[src/rtl/unsigned_divider_16by8_seq.sv]
// Sequential unsigned 16-by-8 restoring divider with valid/ready handshakes.
// One operation in flight; 8 iterations on the normal path, immediate result on exceptions.
module unsigned_divider_16by8_seq #(
  parameter int unsigned TRUNC_L = 0
) (
  input  logic        clk,
  input  logic        rst_n,
  input  logic        in_valid,
  output logic        in_ready,
  input  logic [15:0] z,
  input  logic [7:0]  y,
  output logic        out_valid,
  input  logic        out_ready,
  output logic [7:0]  q,
  output logic [7:0]  r,
  output logic        div_by_zero,
  output logic        overflow
);

  typedef enum logic [1:0] {S_IDLE, S_DIV, S_DONE} state_t;

  localparam logic [15:0] ZMASK = 16'hFFFF << TRUNC_L;

  state_t      state_q;
  logic [7:0]  pr_q;      // partial remainder; bit 8 of the 9-bit form is always 0 between steps
  logic [7:0]  div_q;     // latched divisor
  logic [7:0]  sh_q;      // remaining dividend bits out of the MSB, quotient bits into the LSB
  logic [2:0]  cnt_q;
  logic [7:0]  q_q, r_q;
  logic        dbz_q, ovf_q;

  logic [15:0] zd;
  logic [8:0]  t;
  logic        ge;
  logic [7:0]  pr_d, sh_d;

  // NOTE: every signal assigned in always_comb gets a default first, so no latch is inferred.
  always_comb begin
    zd   = z & ZMASK;
    t    = {pr_q, sh_q[7]};
    ge   = (t >= {1'b0, div_q});
    pr_d = t[7:0];
    if (ge) pr_d = t[7:0] - div_q;  // t - y < y <= 255, so 8-bit arithmetic is exact
    sh_d = {sh_q[6:0], ge};
  end

  // NOTE: sequential state uses non-blocking assignments only, so every flop samples pre-edge values.
  always_ff @(posedge clk or negedge rst_n) begin
    if (!rst_n) begin
      state_q <= S_IDLE;
      pr_q    <= '0;
      div_q   <= '0;
      sh_q    <= '0;
      cnt_q   <= '0;
      q_q     <= '0;
      r_q     <= '0;
      dbz_q   <= 1'b0;
      ovf_q   <= 1'b0;
    end else begin
      case (state_q)
        S_IDLE: begin
          if (in_valid) begin
            if (y == 8'h00) begin
              q_q     <= 8'hFF;
              r_q     <= 8'h00;
              dbz_q   <= 1'b1;
              ovf_q   <= 1'b0;
              state_q <= S_DONE;
            end else if (zd[15:8] >= y) begin
              q_q     <= 8'hFF;
              r_q     <= 8'h00;
              dbz_q   <= 1'b0;
              ovf_q   <= 1'b1;
              state_q <= S_DONE;
            end else begin
              div_q   <= y;
              pr_q    <= zd[15:8];
              sh_q    <= zd[7:0];
              cnt_q   <= '0;
              state_q <= S_DIV;
            end
          end
        end
        S_DIV: begin
          pr_q  <= pr_d;
          sh_q  <= sh_d;
          cnt_q <= cnt_q + 3'd1;
          if (cnt_q == 3'd7) begin
            q_q     <= sh_d;
            r_q     <= pr_d;
            dbz_q   <= 1'b0;
            ovf_q   <= 1'b0;
            state_q <= S_DONE;
          end
        end
        S_DONE: begin
          if (out_ready) begin
            dbz_q   <= 1'b0;
            ovf_q   <= 1'b0;
            state_q <= S_IDLE;
          end
        end
        default: state_q <= S_IDLE;
      endcase
    end
  end

  assign in_ready    = (state_q == S_IDLE);
  assign out_valid   = (state_q == S_DONE);
  assign q           = q_q;
  assign r           = r_q;
  assign div_by_zero = dbz_q;
  assign overflow    = ovf_q;

endmodule

[config.mk]
export PLATFORM = sky130hd
export DESIGN_NAME = unsigned_divider_16by8_seq
export DESIGN_NICKNAME = d
export VERILOG_FILES = /design/src/rtl/unsigned_divider_16by8_seq.sv
export SDC_FILE = /design/constraint.sdc
export NUM_CORES = 1
export LEC_CHECK = 0
export CORE_ASPECT_RATIO = 0.7
export CORE_MARGIN = 2
export CORE_UTILIZATION = 50
export DETAILED_ROUTE_END_ITERATION = 7
export HOLD_SLACK_MARGIN = 0.12
export PLACE_DENSITY = 0.76
export SYNTH_ARGS = -nofsm -noshare
export SYNTH_HDL_FRONTEND = slang
export SYNTH_SLANG_ARGS = --single-unit
[constraint.sdc]
create_clock -name clk -period 6.75 [get_ports clk]
set_input_delay 0.675 -clock clk [delete_from_list [all_inputs] [get_ports clk]]
set_output_delay 0.675 -clock clk [all_outputs]
set_load 0.01 [all_outputs]
# Word level (Yosys, flattened, before mapping)
# Index checks and enable logic that the tools add are counted.
# W data, S select, Z words.
# totals
register_bits,47
latchBits,0
ramBits,0
mem_bits_ro,0
out_inout_bits,20
wordCells,72
memories,0
# classes
addsub,2
n_mul,0
div,0
order_cmp,2
eq_ne,9
n_shift,0
n_mux,39
n_bitwise,2
reduce_logical,9
# op_table
operator,count
$mux W8,15
$pmux W8 S2,4
$reduce_and A4 Y1,3
$mux W2,5
$ge A9 B8 Y1,1
$mux W3,3
$ge A8 B8 Y1,1
$logic_not A8 Y1,1
$mux W1,8
$ne A2 B2 Y1 const B,4
$sub A8 B8 Y8,1
$pmux W1 S3,2
$pmux W2 S3,1
$pmux W3 S2,1
$reduce_and A5 Y1,1
$add A3 B1 Y3 const B,1
$eq A3 B3 Y1 const B,1
$ne A3 B1 Y1 const B,1
$reduce_and A3 Y1,1
$reduce_bool A3 Y1,1
$eq A2 B1 Y1 const B,1
$eq A2 B2 Y1 const B,1
$logic_not A2 Y1,1
$ne A2 B1 Y1 const B,1
2 further kinds,3

# Longest topological paths before layout
# depth
ltp_word,5
depth_mapped,10
depth_no_buf,10

# Worst setup path before layout
# Ideal clock, no wire load.
# synth_path
path_type,input to register
start,in z[8]
end,reg dbz_q (netlist: div_by_zero)
t_arrival_ns,2.425
slack_ns,4.200
path_stages,8
path_buffers,0
cell_sequence,inv_1 > ha_1 > nand2b_1 > a2111o_1 > a211o_4 > nor2_1 > or4_4 > mux2_4
# synth_between
elab_chain_cells,3
# synth_lines
element,line,source
start: declaration,10,"input logic [15:0] z,"
$ge A8 B8 Y1,69,end else if (zd[15:8] >= y) begin
$ne A3 B1 Y1 (no source line),-,
$reduce_and A5 Y1 (no source line),-,
end signal: assignment,66,dbz_q <= 1'b1;
end signal: assignment,72,dbz_q <= 1'b0;
end signal: assignment,91,dbz_q <= 1'b0;
end: declaration,30,"logic dbz_q, ovf_q;"
# Every way passes these cells.
# A chain may end at the register's enable or synchronous reset.

# Worst setup path in the final report
# layout_path
start,in y[7]
end,reg div_q[0]
# layout_between
elab_chain_cells,3
# layout_lines
element,line,source
start: declaration,11,"input logic [7:0] y,"
$ge A8 B8 Y1 / $logic_not A8 Y1 (equally long branches),"69, 63",
$not A1 Y1 (no source line),-,
$reduce_and A4 Y1 (no source line) (*),-,
end signal: assignment,76,div_q <= y;
end: declaration,26,logic [7:0] div_q;
# Every way passes the cells marked *; elsewhere a longest branch is shown, timed or not.

==> impl_metrics.tcl <==
set metrics [dict create \
    outcome "finished clean" \
    cts_tree "built" \
    crit_chain "clkdlybuf4s50_1 > inv_1 > ha_1 > a41o_1 > or2_2 > a211oi_2 > nand2_1 > mux2_2" \
    crit_type "in -> reg" \
    setup_tns_ns 0 \
    rows 23 \
    grt_pass1_wl_mm 11.8 \
    reg2reg_slack_ns 3.81 \
    drive_above_1_share 0.0703 \
    setup_slack_ns 3.40 \
    core-area_sq_um 5760 \
    period_share 0.496 \
    avgSynthCellArea_sq_um 9.15 \
    cp_num_buf_inv 2 \
    leakage_nw 1.61 \
    rsz0062_at_grt "no" \
    die_h_um 68.7 \
    final_cells 445 \
    finalHoldViolCount 0 \
    synthCells 327 \
    grt_overflow 0 \
    n_antenna_cell 0 \
    dpl_cell_area_sq_um 3500 \
    post_cts_resize_count 0 \
    numPortBuffers 47 \
    yosys.area.top_type "dfrtp_1" \
    gp_congestion 0.930 \
    wl_mm 7.18 \
    dp.cells 437 \
    final-max-slew-violation-count 0 \
    cts.clk_slew.worst_paths_ns 0.09 \
    cts.sinks 47 \
    maxCapViolCount 0 \
    insertion_delay_ns 0.30 \
    critPathRequiredTime_ns 6.95 \
    firstDrtPassIters 4 \
    synth_area_leaders "dfrtp_1, ha_1, nand2_1" \
    vias 2525 \
    die_w_um 96.5 \
    cts_root_buf "clkbuf_8" \
    cp-start-kind "primary input" \
    max_freq_ghz 0.299 \
    netlist.area_leader.share 0.393 \
    synthesis.nets 378 \
    peakVddDrop_v 0.000214 \
    syn2layout_area_growth_pct 20.7 \
    drt_iter0_markers 269 \
    slew_headroom 0.321 \
    cp_max_fo 16 \
    fillers 498 \
    synth_seq_cells 47 \
    fin_skew_ns 0.00830 \
    num_io_pins 48 \
    cp.arrival_ns 3.54 \
    drc 0 \
    grt_max_degree 48 \
    via_per_inst 5.67 \
    postCtsSetupBuffers 0 \
    whs_ns 0.486 \
    yosysWarnings 0 \
    first_global_vias 2422 \
    slowest_delay_ns 0.53 \
    finalSetupViolCount 0 \
    ant_nets 0 \
    period_minus_slack_ns 3.35 \
    final_common_cell "dfrtp_1" \
    synth_edf_count 0 \
    die_area_sq_um 6630 \
    tightest_slew_ns 1.02 \
    synth_cell_types 52 \
    antenna_found_initial 0 \
    gr-usage-all-layers 0.235 \
    initial_utilization 0.520 \
    multiInputGateArea_sq_um 1630 \
    cts_max_level 2 \
    cp-end-kind "register" \
    cts_buffers 5 \
    slowest_stage "clkdlybuf4s50_1" \
    synth_area_sq_um 2990 \
    ys.flop_type "dfrtp_1" \
    powerDensity_nw_per_um2 489 \
    dp_worst_setup_slack_ns 3.12 \
    mostFrequentLayoutCells "dfrtp_1, clkdlybuf4s50_1, nand2_1" \
    nNetsFinal 420 \
    cts_hold_buf 0 \
    clk_path_buf_depth 2 \
    hold_path.class "reg -> reg" \
    post-route-cell-area_sq_um 3610 \
    crit_family "compound AO/OA/AOI/OAI gates" \
    ys_seq_area_frac 0.393 \
    routedWlPerCell_um 16.1 \
    async_reset_ff_frac 1.00 \
    seq_area_sq_um 1180 \
    dp_hpwl_mm 5.46 \
]
[logic make-up (layout without fill, tap and decap cells)]
family,after synthesis,count (layout),share of synthesized area
xor+xnor,2,2,0.00586
fa+ha+maj,23,23,0.0987
compound gates,99,99,0.238
flops,47,47,0.393
buf+inv,44,87,0.0611
simple gates,100,100,0.159
mux,12,12,0.0439
[state kept, by name, indices dropped and copies added (netlist names)]
signal,flops
cnt_q,3
div_by_zero,1
div_q,8
overflow,1
pr_q,8
q,8
r,8
sh_q,8
state_q,2
[cell type report]
type	count	share of cell area
Sequential cell	47	0.326
Clock inverter	3	0.0128
Timing Repair Buffer	49	0.133
Multi-Input combinational cell	236	0.452
Tap cell	75	0.0260
Clock buffer	5	0.0191
Inverter	30	0.0312
[cell usage after synthesis (all sizes together) (5+ instances only)]
cell type  instances
o31ai              5
a21oi             12
o21ai             33
buf                7
ha                22
nor3              10
o22ai              8
o311a              5
nand2             44
dfrtp             47
nor2              23
clkbuf             7
mux2i              9
inv               30
[metrics by stage]
| step | util | power (mW) |
|---|---|---|
| floorplan | - | 1.21 |
| global placement | 0.607 | 1.51 |
| global route | 0.627 | 1.91 |
| CTS | 0.627 | 1.75 |
| detailed placement | 0.607 | 1.54 |
| finish | 0.627 | 1.76 |
[per-layer routing]
metal | routed length, um | track usage | up-vias
li1 | - | - | 1254
met1 | 3470 | 0.354 | 1186
met2 | 3150 | 0.345 | 79
met3 | 504 | 0.0511 | 6
met4 | 48 | 0.0528 | 0
met5 | 0 | 0 | -
[worst min-delay path, cell delays in order (launching register included)]
cell and delay [ns]:
dfrtp_1 0.35, nand2_1 0.05, o21ai_0 0.06
[power by group]
group	leakage, nW	internal (mW)	switching, mW	total (mW)
clock network	0.0548	0.112	0.0992	0.211
registers	0.582	0.406	0.0983	0.504
logic	0.969	0.444	0.606	1.05
[worst paths after layout]
| kind | from | to | cells past startpoint |
|---|---|---|---|
| setup / recovery | y[7] | div_q[0] | 8 |
| hold / removal | q[3] | q[3] | 2 |
| setup reg to reg | state_q[1] | r[5] | 9 |
| hold reg to reg | q[3] | q[3] | 2 |
| max in group asynchronous | rst_n | pr_q[1] | 1 |
| min in group asynchronous | rst_n | r[4] | 1 |
Power figures use the tool's default switching activity.
